## config.mk

```make
export PLATFORM = sky130hd
export DESIGN_NAME = instruction_fetch_unit
export DESIGN_NICKNAME = d
export VERILOG_FILES = /design/src/rtl/instruction_fetch_unit.sv
export SDC_FILE = /design/constraint.sdc
export NUM_CORES = 1
export LEC_CHECK = 0
export CAP_MARGIN = 20
export CORE_MARGIN = 2
export CORE_UTILIZATION = 45
export DETAILED_ROUTE_END_ITERATION = 8
export HOLD_SLACK_MARGIN = 0.08
export SYNTH_ARGS = -nofsm -noshare
export SYNTH_HDL_FRONTEND = slang
export SYNTH_SLANG_ARGS = --single-unit
```

## constraint.sdc

```tcl
create_clock -name clk -period 4.7 [get_ports clk]
set_clock_uncertainty 0.1 [all_clocks]
set_input_delay 0.94 -clock clk [delete_from_list [all_inputs] [get_ports clk]]
set_output_delay 0.94 -clock clk [all_outputs]
set_load 0.03 [all_outputs]
```

## src/rtl/instruction_fetch_unit.sv

```systemverilog
// -----------------------------------------------------------------------------
// instruction_fetch_unit
//
// Small instruction store plus a sequential fetch engine. Words are loaded
// through the write port while the engine is idle (LOAD or HALT). Once started,
// it walks the store word by word from byte address 0. Each fetched word is
// registered on `instruction` together with its byte address. A fetch that
// reads an all-zero word is the end-of-program marker and parks the engine in
// HALT.
//
// Handshake: `enable` is a plain advance/stall qualifier, not valid/ready.
// `valid` is a one-cycle pulse that is high in exactly the cycle after an edge
// which loaded a new word into `instruction`. It is low after stalls, after
// the start edge, and after the end-of-program fetch.
//
// Ports
//   clk            : clock, all state updates on the rising edge
//   reset          : asynchronous, active-low reset
//   wr_en          : write strobe, honoured in LOAD and HALT only
//   wr_addr        : word index to write
//   wr_data        : instruction word to write
//   start          : begin fetching at byte address 0 (from LOAD or HALT)
//   enable         : 1 = advance the fetch, 0 = stall
//   instruction    : registered fetched word
//   instr_addr     : byte address of the word on `instruction`
//   opcode, rs, rt, rd, shamt, function_code, imm : fields sliced from `instruction`
//   valid          : `instruction` holds a newly fetched word this cycle
//   halted         : engine is in HALT
//   state_o        : debug view of the FSM state (0 = LOAD, 1 = RUN, 2 = HALT)
// -----------------------------------------------------------------------------
module instruction_fetch_unit #(
    parameter int MEM_DEPTH = 16,
    parameter int ADDR_W    = 4
) (
    input  logic              clk,
    input  logic              reset,
    input  logic              wr_en,
    input  logic [ADDR_W-1:0] wr_addr,
    input  logic [31:0]       wr_data,
    input  logic              start,
    input  logic              enable,
    output logic [31:0]       instruction,
    output logic [31:0]       instr_addr,
    output logic [5:0]        opcode,
    output logic [5:0]        function_code,
    output logic [4:0]        rs,
    output logic [4:0]        rt,
    output logic [4:0]        rd,
    output logic [4:0]        shamt,
    output logic [15:0]       imm,
    output logic              valid,
    output logic              halted,
    output logic [1:0]        state_o
);

    typedef enum logic [1:0] {
        ST_LOAD = 2'd0,
        ST_RUN  = 2'd1,
        ST_HALT = 2'd2
    } state_e;

    // Byte address of the last word; the fetch pointer wraps to 0 after it.
    localparam logic [31:0] LAST_ADDR = 32'(4 * (MEM_DEPTH - 1));

    state_e      state_q, state_d;
    logic [31:0] pc_q, pc_d;
    logic [31:0] instr_q, instr_d;
    logic [31:0] addr_q, addr_d;
    logic        valid_q, valid_d;

    logic [31:0]       mem_q [MEM_DEPTH];
    logic [ADDR_W-1:0] rd_idx;
    logic [31:0]       rd_word;
    logic              mem_we;

    assign rd_idx  = pc_q[ADDR_W+1:2];
    assign rd_word = mem_q[rd_idx];
    // The write port is locked out while fetching so the program cannot
    // change underneath the engine.
    assign mem_we  = wr_en && (state_q != ST_RUN);

    // Instruction store. Reset only blocks writes while asserted; it never
    // clears the contents, so a program survives a reset.
    always_ff @(posedge clk or negedge reset) begin
        if (!reset) begin
        end else if (mem_we) begin
            mem_q[wr_addr] <= wr_data;
        end
    end

    always_ff @(posedge clk or negedge reset) begin
        if (!reset) begin
            state_q <= ST_LOAD;
            pc_q    <= '0;
            instr_q <= '0;
            addr_q  <= '0;
            valid_q <= 1'b0;
        end else begin
            state_q <= state_d;
            pc_q    <= pc_d;
            instr_q <= instr_d;
            addr_q  <= addr_d;
            valid_q <= valid_d;
        end
    end

    always_comb begin
        state_d = state_q;
        pc_d    = pc_q;
        instr_d = instr_q;
        addr_d  = addr_q;
        valid_d = 1'b0;
        case (state_q)
            ST_LOAD, ST_HALT: begin
                // A write on the same edge as start lands before the first
                // fetch edge, so the first fetch sees the new word.
                if (start) begin
                    state_d = ST_RUN;
                    pc_d    = '0;
                end
            end
            ST_RUN: begin
                if (enable) begin
                    if (rd_word == 32'h0000_0000) begin
                        // End-of-program marker: keep the last good word on
                        // the outputs and leave pc pointing at the marker.
                        state_d = ST_HALT;
                    end else begin
                        instr_d = rd_word;
                        addr_d  = pc_q;
                        valid_d = 1'b1;
                        pc_d    = (pc_q == LAST_ADDR) ? 32'd0 : pc_q + 32'd4;
                    end
                end
            end
            default: state_d = ST_LOAD;
        endcase
    end

    assign instruction   = instr_q;
    assign instr_addr    = addr_q;
    assign valid         = valid_q;
    assign halted        = (state_q == ST_HALT);
    assign state_o       = state_q;

    assign opcode        = instr_q[31:26];
    assign rs            = instr_q[25:21];
    assign rt            = instr_q[20:16];
    assign rd            = instr_q[15:11];
    assign shamt         = instr_q[10:6];
    assign function_code = instr_q[5:0];
    assign imm           = instr_q[15:0];

endmodule

```

* Yosys cells after proc, flatten, opt, wreduce, memory -nomap -nowiden
Memories as Yosys holds them, arrays and structs flattened.
Index checks and enable logic that the tools add are counted.
** Storage, ports and cells
- Input bits :: 41
- Memory bits (writable) :: 512
- Register bits :: 99
- Memories :: 1
- Word-level logic and storage cells :: 39
- Output and inout bits :: 116
** Memories
- mem_q :: depth 16, width 32, rd ports 1, clocked after Yosys merged registers in 0, wr ports 1, RTL line 71 : logic [31:0] mem_q [MEM_DEPTH];
** Cells by class
- Reduce and logical (&&, ||, !) cells :: 9
- Multiplexer cells :: 14
- Equal/unequal tests :: 8
- Bitwise operators :: 1
- Add/subtract/negate cells :: 1
** Operators by type and width (count)
- 32-bit 2-to-1 mux :: 4
- 32-bit one-hot mux with 2 select lines :: 1
- 32-bit by 3-bit adder with 32-bit output (second input constant) :: 1
- 32-bit by 6-bit equality test with 1-bit output (second input constant) :: 1
- 32-bit zero test :: 1
- 2-bit inequality test (second input constant) :: 4
- 2-bit 2-to-1 mux :: 3
- 3-bit AND reduction :: 2
- 1-bit 2-to-1 mux :: 5
- 2-bit one-hot mux with 2 select lines :: 1
- 4-bit AND reduction :: 1
- 2-bit by 1-bit equality test with 1-bit output (second input constant) :: 1
- 2-bit equality test (second input constant) :: 1
- 1-bit logical AND :: 2
- 2-bit zero test :: 1
- 2-bit by 1-bit inequality test with 1-bit output (second input constant) :: 1
- 2-bit nonzero test :: 1
- 2-bit OR reduction :: 1
- 1-bit inverter :: 1

* Depth between registers and ports, before layout
Gate-level depths: netlist of the first run.
- Word-level depth :: 5
- Depth in mapped cells :: 14
- Depth with buffers taken out :: 9

* Worst setup path before layout of the first run
Ideal clock, no wire load.
- Kind :: input port to flip-flop
- Start :: input port reset
- End :: memory mem_q[0][0], enable pin
- Path slack :: 0.525 ns
- Data required time :: 4.139 ns
- Buffers on the path :: 0
- Setup time :: 0.461 ns
- Stages :: 3
- Data arrival time :: 3.614 ns
- Cell sequence :: nand3_1 > or3_1 > nor3_1
** On the way
- Word-level cells in the longest chain between the ends :: 2
** RTL lines
- start: declaration :: RTL line 36 : input logic reset,
- 1-bit logical AND (implied by the code) :: RTL line 87 : mem_q[wr_addr] <= wr_data;
- 1-bit 2-to-1 mux (implied by the code) :: RTL line 87
- end: declaration :: RTL line 71
Every way passes these cells.

* Final worst setup path of the first run
- Start :: register pc_q[2]
- End :: register pc_q[2]
** On the way
- Word-level cells in the longest chain between the ends :: 5
- Elaborated cells on any way between the ends :: 10
- Classes of those cells :: 1 x add/sub; 2 x eq/ne; 4 x mux; 2 x reduce/logical; 1 x memory
** RTL lines
- start: declaration :: RTL line 66 : logic [31:0] pc_q, pc_d;
- start signal: assignment :: RTL line 100 : pc_q <= pc_d;
- 32-bit by 3-bit adder with 32-bit output / 32-bit by 6-bit equality test with 1-bit output (equally long branches) :: RTL line 132 : pc_d = (pc_q == LAST_ADDR) ? 32'd0 : pc_q + 32'd4;
- 32-bit 2-to-1 mux :: RTL line 132
- 32-bit 2-to-1 mux :: RTL line 124 : if (rd_word == 32'h0000_0000) begin
- 32-bit 2-to-1 mux :: RTL line 123 : if (enable) begin
- 32-bit one-hot mux with 2 select lines :: RTL line 113 : case (state_q)
Parallel ways exist; a longest one is shown, timed or not. The select of a mux whose other input is x is not followed.
A chain may end at the register's enable or synchronous reset.

==> results of run 1 <==
[per-stage QoR]
step	power, mW	instances	utilization, %	instance area (sq um)
5_1_grt	15.8	2147	53.7	28300
3_5_place_dp	10.7	2034	50.0	26300
4_1_cts	15.4	2147	53.7	28300
3_3_place_gp	10.7	2034	50.0	26300
2_1_floorplan	9.23	1258	-	24100
6_report	15.2	2148	53.7	28300
[Yosys cell counts (all sizes together) (8+ instances only)]
cell and number:
a22oi 38, a31oi 9, and3 12, buf 88
clkbuf 26, dfrtp 95, edfxtp 512, mux2 58
mux2i 16, mux4 126, nand2 51, nand2b 10
nand3 23, nor2 41, nor2b 8, nor3 15
nor4 12, o21ai 41, o31ai 13
[state kept, by name, summed over array words and instances, names as in the netlist]
register / flops
valid: 1
state_o: 2
mem_q: 512
instruction: 32
pc_q: 30
instr_addr: 30
[cell usage in the layout, fill, tap and decap left out, drive strengths merged, types with 6 or more instances in the layout]
master | Yosys | final
nor3 | 15 | 15
o31ai | 13 | 13
clkbuf | 26 | 74
dfrtp | 95 | 95
and3 | 12 | 12
nand2 | 51 | 51
inv | 7 | 10
mux4 | 126 | 126
a31oi | 9 | 9
nand3 | 23 | 23
nor4 | 12 | 12
clkinv | 1 | 29
bufinv | 0 | 6
nand2b | 10 | 10
mux2i | 16 | 16
o41ai | 7 | 7
nor2 | 41 | 41
clkdlybuf4s50 | 0 | 153
o21ai | 41 | 41
mux2 | 58 | 58
edfxtp | 512 | 512
a22oi | 38 | 38
and2 | 6 | 6
nor2b | 8 | 8
a21oi | 6 | 6
buf | 88 | 49
[cell type report]
cell class                 count  area [sq um]
clock buffer                  74          1580
fill                        4120         24400
tap                          688           861
multi-input combinational    529          5650
clock inverter                39           342
sequential                   607         17800
timing repair buffer         202          2040
antenna                        1          2.50
inverter                       8          30.0
[worst max-delay path by stage]
stage	from	end	slack [ps]	depth (start not counted)
CTS	pc_q[2]	pc_q[2]	300	12
detailed placement	pc_q[2]	pc_q[18]	340	12
floorplan	reset	mem_q[0][0]	520	3
finish	pc_q[2]	pc_q[2]	360	12
global placement	pc_q[2]	pc_q[2]	400	12
global route	pc_q[2]	pc_q[18]	50	12
[critical path: cells and delay by family (launching register included)]
kind                   cells  cell delay, ps
AOI/OAI and AO/OA          3             810
buffers and inverters      4             890
DFF                        1             770
muxes                      1             500
and+or+nand+nor            4            1050
[where the power goes]
group | total [mW] | switching (mW) | internal, mW
combinational | 4.22 | 2.39 | 1.83
clock | 4.69 | 1.99 | 2.70
sequential | 6.32 | 0.288 | 6.03
[layer usage]
metal  global-route usage [%]  share of wire, %
met1                     30.0                44
met2                     32.6                48
met3                     3.94               6.3
met4                     5.20               2.1
met5                        0             0.070
[kinds of logic (layout without fill, tap and decap cells)]
family	after synthesis	after routing	synth area share (%)
DFF	607	607	73.8
muxes	200	200	15.2
and+or+nand+nor	191	191	3.87
AOI/OAI and AO/OA	135	135	3.80
buffers and inverters	122	323	3.28
adders and majority gates	1	1	0.0520
other	1	3	0.0156
==> impl_metrics.env, run 1 <==
export IMPL_drc=0
export IMPL_dieHeight_um=235
export IMPL_finalSetupViolCount=0
export IMPL_synth_seq_cells=607
export IMPL_max_stage_delay_ps=770
export IMPL_coreArea_sq_mm=0.0527
export IMPL_hold_buffers=0
export IMPL_yosysUniqueCellTypes=48
export IMPL_drtAntennaViolNets=0
export IMPL_fp_dieArea_sq_mm=0.0553
export IMPL_place_ws_ps=345
export IMPL_rr_startpoint="pc_q[2]"
export IMPL_syn_inst=1257
export IMPL_r2r_end="pc_q[2]"
export IMPL_netlist_top_cells_area="edfxtp_1 64%, mux4_2 12%, dfrtp_1 9.9%"
export IMPL_wirelength_um=56900
export IMPL_r2r_cells=12
export IMPL_synth_edf_count=512
export IMPL_cts_resized=0
export IMPL_cts_setup_buffers=0
export IMPL_synthFlopType="edfxtp_1"
export IMPL_slowest_stage="dfrtp_4"
export IMPL_critPathRequiredTime_ps=5060
export IMPL_cts_tree="yes"
export IMPL_drtPass1Iterations=5
export IMPL_cts_root_buf="clkbuf_16"
export IMPL_p_per_area_mw_per_mm2=539
export IMPL_antenna_found_initial=3
export IMPL_setup_ws_ps=360
export IMPL_ir_drop_v=0.000374
export IMPL_ys_warn_count=0
export IMPL_critPathMaxFanout=60
export IMPL_wire_per_inst_um=26.5
export IMPL_hold_path_class="input pin to async pin"
export IMPL_slew_headroom_pct=34.1
export IMPL_viasPerCell=5.80
export IMPL_grt_max_degree=69
export IMPL_start_util_pct=45.7
export IMPL_cap_violations=0
export IMPL_hold_violations=0
export IMPL_period_needed_ps=4340
export IMPL_fin_nets=1450
export IMPL_grtUsageTotal_pct=20.7
export IMPL_htree_levels=2
export IMPL_globalRouteOverflowTotal=0
export IMPL_num_vias=12500
export IMPL_status="finished, final reports clean"
export IMPL_synth_top_area_cell="edfxtp_1"
export IMPL_dp_hpwl_um=31100
export IMPL_async_reset_ff_share_pct=15.7
export IMPL_drive_gt1_share_pct=19.5
export IMPL_tns_ps=0
export IMPL_grt_pass1_wl_um=84400
export IMPL_yosysSeqAreaShare_pct=73.8
export IMPL_rrSetupSlack_ps=360
export IMPL_gp_congestion=0.786
export IMPL_worstPathArrival_ps=4700
export IMPL_cts_path_max_buffers=3
export IMPL_end_kind="flop"
export IMPL_synthDominantCellAreaShare_pct=63.9
export IMPL_worst_slew_pin_slew_ps=988
export IMPL_dieWidth_um=235
export IMPL_hold_ws_ps=168
export IMPL_avgSynthCellArea_sq_um=19.1
export IMPL_cp_start_kind="flop"
export IMPL_crit_type="flop to flop"
export IMPL_p_leak_nw=9.42
export IMPL_clkTransAtPathRegs_ps=60
export IMPL_slew_viol_final=0
export IMPL_final_period_utilization_pct=92.4
export IMPL_synthesis_area_sq_mm=0.0241
export IMPL_area_delta_synth_final_pct=17.5
export IMPL_io_buffer_count=154
export IMPL_worstPathCellList="buf_12, buf_4, mux4_2, a22oi_1, nand2_1, nor4_1, nand4_1, o31a_2, buf_12, nand2_2, buf_4, o21ai_1"
export IMPL_grt_pass1_vias=12500
export IMPL_drt_iter0_drc=1110
export IMPL_clock_latency_ps=630
export IMPL_fmax_mhz=230
export IMPL_numCtsBuffers=60
export IMPL_grt_setup_unrepaired="no"
export IMPL_cts_sinks=607
export IMPL_ioPinCount=157
export IMPL_rows=84
Power figures use the tool's default switching activity.
==> run 2: changes to the inputs <==
Settings changed: CORE_MARGIN 2 to 3, CTS_BUF_LIST from default to sky130_fd_sc_hd__clkbuf_16.
==> run 2 against run 1 <==
Compared with the run above:
- wire length shrank 1.1%
- combinational power shrank 2%
- utilization is essentially flat
- global-route usage shrank 0.41 points
- fmax grew 3.9%
- first-iteration DRC count grew 9.9%
- register-to-register slack gained 160 ps
==> impl_metrics.env, run 2 (synthesis gave the netlist of run 1 again) <==
export IMPL_status="finished, final reports clean"
export IMPL_grt_max_degree=70
export IMPL_drtAntennaViolNets=0
export IMPL_cp_endpoint="instruction[0]"
export IMPL_num_vias=12500
export IMPL_drive_gt1_share_pct=19.6
export IMPL_crit_type="flop to flop"
export IMPL_drtPass1Iterations=5
export IMPL_period_needed_ps=4180
export IMPL_cts_path_max_buffers=3
export IMPL_wire_per_inst_um=26.1
export IMPL_fin_nets=1458
export IMPL_crit_cells=10
export IMPL_top_register="mem_q"
export IMPL_ioPinCount=157
export IMPL_crit_top_cell="buf_12"
export IMPL_rr_startpoint="pc_q[2]"
export IMPL_final_period_utilization_pct=88.8
export IMPL_ir_drop_v=0.000427
export IMPL_fp_dieArea_sq_mm=0.0563
export IMPL_setup_ws_ps=524
export IMPL_finalPower_mw=15.2
export IMPL_viasPerCell=5.81
export IMPL_hold_ws_ps=140
export IMPL_coreArea_sq_mm=0.0528
export IMPL_antenna_found_initial=3
export IMPL_cts_tree="yes"
export IMPL_multi_input_area_sq_mm=0.00565
export IMPL_path_buf_inv=3
export IMPL_slew_headroom_pct=30.8
export IMPL_r2r_end="instruction[0]"
export IMPL_slew_viol_final=0
export IMPL_slowest_stage="dfrtp_4"
export IMPL_hold_violations=0
export IMPL_post_place_cells=2042
export IMPL_globalRouteOverflowTotal=0
export IMPL_rows=84
export IMPL_critPathRequiredTime_ps=5110
export IMPL_htree_levels=2
export IMPL_dieHeight_um=237
export IMPL_grt_pass1_vias=12800
export IMPL_cp_top_family="compound AO/OA/AOI/OAI gates"
export IMPL_gp_congestion=0.789
export IMPL_dieWidth_um=237
export IMPL_worstPathCellList="buf_12, buf_12, mux4_2, o41ai_1, o21ai_1, nor3_1, a31oi_1, o31a_2, buf_4, mux2_1"
export IMPL_r2r_cells=10
export IMPL_worstPathArrival_ps=4580
export IMPL_clock_latency_ps=630
export IMPL_critPathMaxFanout=35
export IMPL_rrSetupSlack_ps=520
export IMPL_grtUsageTotal_pct=20.3
export IMPL_cts_sinks=607
export IMPL_cts_root_buf="clkbuf_16"
export IMPL_hold_path_class="input pin to async pin"
export IMPL_place_ws_ps=509
export IMPL_cts_resized=0
export IMPL_p_leak_nw=9.52
export IMPL_finalSetupViolCount=0
export IMPL_hold_buffers=0
export IMPL_start_util_pct=45.6
export IMPL_fin_cells=2158
export IMPL_clkTransAtPathRegs_ps=60
export IMPL_final_util_pct=53.7
export IMPL_drt_iter0_drc=1220
export IMPL_final_area_sq_mm=0.0283
export IMPL_ff_latch_area_sq_mm=0.0178
export IMPL_io_buffer_count=154
export IMPL_final_cell_mix="512 x edfxtp_1, 153 x clkdlybuf4s50_1, 126 x mux4_2"
export IMPL_numCtsBuffers=60
export IMPL_p_per_area_mw_per_mm2=537
export IMPL_grt_setup_unrepaired="no"
export IMPL_end_kind="flop"
export IMPL_tns_ps=0
export IMPL_wirelength_um=56300
export IMPL_drc=0
export IMPL_grt_pass1_wl_um=84300
export IMPL_largest_reg_flops=512
export IMPL_nFillCells=4130
export IMPL_cp_start_kind="flop"
export IMPL_max_stage_delay_ps=860
export IMPL_cap_violations=0
export IMPL_worst_slew_pin_slew_ps=1040
export IMPL_area_delta_synth_final_pct=17.7
export IMPL_cts_setup_buffers=0
export IMPL_layout_commonest_cell="edfxtp_1"
export IMPL_place_area_sq_mm=0.0264
export IMPL_fmax_mhz=239
export IMPL_dp_hpwl_um=33200
export IMPL_crit_start="pc_q[2]"
==> run 2: worst min path at each step <==
stage                    from               to  cells after the start
3_3_place_gp   instr_addr[13]   instr_addr[13]                      1
3_5_place_dp   instr_addr[23]   instr_addr[23]                      1
6_report                reset         pc_q[13]                      1
4_1_cts                 reset  instruction[30]                      1
2_1_floorplan        pc_q[31]         pc_q[31]                      1
5_1_grt                 reset         pc_q[13]                      1
==> run 2: cell type report <==
cell class | instances | share of cell area, %
flip-flops and latches | 607 | 62.7
multi-input cells | 529 | 19.9
repair buffers | 210 | 7.32
clock buffers | 60 | 5.30
well taps | 688 | 3.04
clock inverters | 53 | 1.53
inverters | 8 | 0.106
diodes | 3 | 0.0265
==> run 2: worst register-to-register path, cell delays in order, from the launching register on <==
cell,delay [ps]
dfrtp_4,860
buf_12,290
buf_12,190
mux4_2,530
o41ai_1,350
o21ai_1,160
nor3_1,220
a31oi_1,170
o31a_2,470
buf_4,290
mux2_1,420
==> run 2: report_power, final <==
group | internal [mW] | switching (mW)
Combinational | 1.84 | 2.29
Sequential | 6.03 | 0.352
Clock | 2.70 | 2.01
Total | 10.6 | 4.65
==> run 2: per-layer routing <==
layer / global-route usage, % / up-vias / wire (um)
met4: 5.77 / 2 / 1170
met3: 3.52 / 81 / 3330
li1: - / 5362 / -
met1: 29.4 / 6683 / 24900
met5: 0 / - / 13
met2: 32.3 / 415 / 26800
==> run 3: changes to the inputs <==
Settings changed: RECOVER_POWER from default to 50.
==> run 3 against run 2 <==
Compared with the run above:
- the flow now finishes with violations (capacitance limit, slew limit)
- register-to-register slack is essentially flat
- fmax decreased by 0.12%
- via count up 0.14%
- final area fell by 0.15%
- non-clock buffer count stayed put
- first-iteration DRC count decreased by 0.49%
- critical path depth unchanged
- count of clock-buffer cells in the layout stayed put
- sequential share of layout area rose by 0.097 points
- wire length barely moved
- utilization fell by 0.083 points
- power barely moved
==> impl_metrics.env, run 3 (synthesis gave the netlist of run 1 again) <==
export IMPL_hold_path_class="flop to flop"
export IMPL_slew_viol_final=99
export IMPL_top_register="mem_q"
export IMPL_critPathRequiredTime_ps=5110
export IMPL_htree_levels=2
export IMPL_cts_resized=0
export IMPL_fin_nets=1458
export IMPL_wl_met3_um=3270
export IMPL_globalRouteOverflowTotal=0
export IMPL_io_buffer_count=154
export IMPL_coreArea_sq_mm=0.0528
export IMPL_top_layer_used="met5"
export IMPL_grt_pass1_vias=12800
export IMPL_ioPinCount=157
export IMPL_numCtsBuffers=60
export IMPL_place_ws_ps=509
export IMPL_drc=0
export IMPL_antenna_found_initial=3
export IMPL_status="complete, but fails checks"
export IMPL_hold_violations=0
export IMPL_post_place_cells=2042
export IMPL_m1WireLength_um=25000
export IMPL_start_util_pct=45.6
export IMPL_cts_sinks=607
export IMPL_violations="capacitance limit, slew limit"
export IMPL_ir_drop_v=0.000427
export IMPL_crit_start="pc_q[2]"
export IMPL_cts_path_max_buffers=3
export IMPL_cap_violations=2
export IMPL_hold_buffers=0
export IMPL_grtUsageTotal_pct=20.3
export IMPL_drtAntennaViolNets=0
export IMPL_fp_dieArea_sq_mm=0.0563
export IMPL_drive_gt1_share_pct=19.1
export IMPL_final_cell_mix="512 x edfxtp_1, 126 x mux4_2, 121 x clkdlybuf4s50_1"
export IMPL_cp_start_kind="flop"
export IMPL_finalSetupViolCount=0
export IMPL_dp_hpwl_um=33200
export IMPL_tns_ps=0
export IMPL_final_period_utilization_pct=88.9
export IMPL_nFillCells=4140
export IMPL_rr_startpoint="pc_q[2]"
export IMPL_grt_max_degree=70
export IMPL_cts_tree="yes"
export IMPL_num_vias=12600
export IMPL_wl_met2_um=26700
export IMPL_slew_headroom_pct=-23.5
export IMPL_drtPass1Iterations=5
export IMPL_p_leak_nw=9.51
export IMPL_p_per_area_mw_per_mm2=538
export IMPL_grt_setup_unrepaired="no"
export IMPL_clock_latency_ps=630
export IMPL_layout_commonest_cell="edfxtp_1"
export IMPL_path_buf_inv=3
export IMPL_cp_top_family="compound AO/OA/AOI/OAI gates"
export IMPL_cts_setup_buffers=0
export IMPL_wirelength_um=56200
export IMPL_worst_slew_pin_slew_ps=1850
export IMPL_max_stage_delay_ps=860
export IMPL_wire_per_inst_um=26.0
export IMPL_cts_root_buf="clkbuf_16"
export IMPL_min_delay_start="instr_addr[23]"
export IMPL_drt_iter0_drc=1214
export IMPL_hold_ws_ps=387
export IMPL_largest_reg_flops=512
export IMPL_gp_congestion=0.789
export IMPL_rows=84
export IMPL_fin_cells=2159
export IMPL_finalPower_mw=15.2
export IMPL_critPathMaxFanout=35
export IMPL_worstPathCellList="buf_12, buf_12, mux4_2, o41ai_1, o21ai_1, nor3_1, a31oi_1, o31a_2, buf_4, mux2_1"
export IMPL_worstPathArrival_ps=4590
export IMPL_crit_top_cell="buf_12"
export IMPL_dieWidth_um=237
export IMPL_fmax_mhz=239
export IMPL_dieHeight_um=237
export IMPL_clkTransAtPathRegs_ps=60
export IMPL_area_delta_synth_final_pct=17.5
export IMPL_end_kind="flop"
export IMPL_viasPerCell=5.82
export IMPL_period_needed_ps=4180
export IMPL_grt_pass1_wl_um=84300
export IMPL_setup_ws_ps=519
export IMPL_slowest_stage="dfrtp_4"
export IMPL_crit_type="flop to flop"
==> run 3: cell type report <==
cell class,count,area [sq um],share of cell area (%)
multi-input combinational,529,5620,19.9
clock buffer,60,1500,5.31
inverter,8,30.0,0.106
timing repair buffer,210,2060,7.27
clock inverter,53,433,1.53
tap,688,861,3.05
antenna,4,10.0,0.0354
sequential,607,17800,62.8
==> run 3: power breakdown <==
part | switching [mW] | total (mW) | internal (mW)
clock network | 2.01 | 4.71 | 2.70
logic | 2.29 | 4.12 | 1.83
registers | 0.350 | 6.38 | 6.03
==> run 3: metrics by stage <==
| stage | util, % | instance area, sq um |
|---|---|---|
| 3_3_place_gp | 50.0 | 26400 |
| 6_report | 53.6 | 28300 |
| 2_1_floorplan | - | 24100 |
| 3_5_place_dp | 50.0 | 26400 |
| 5_1_grt | 53.6 | 28300 |
| 4_1_cts | 53.6 | 28300 |
==> run 3: final timing paths <==
kind	to	slack, ps	depth (start not counted)
setup / recovery	instruction[0]	520	10
hold / removal	instr_addr[23]	390	1
setup reg to reg	instruction[0]	520	10
hold reg to reg	instr_addr[23]	390	1
max in group asynchronous	pc_q[3]	980	2
min in group asynchronous	pc_q[13]	680	1
==> run 3: worst reg2reg max path, stage by stage, from the launching register on <==
cell and delay [ps]:
dfrtp_4 860, buf_12 290, buf_12 190, mux4_2 530
o41ai_1 350, o21ai_1 160, nor3_1 220, a31oi_1 170
o31a_2 470, buf_4 280, mux2_1 420
==> run 3: metal layers <==
layer  vias to the layer above  global-route usage, %
met5                         -                      0
met4                         2                   5.77
met3                        85                   3.52
met2                       409                   32.3
met1                      6703                   29.4
li1                       5361                      -
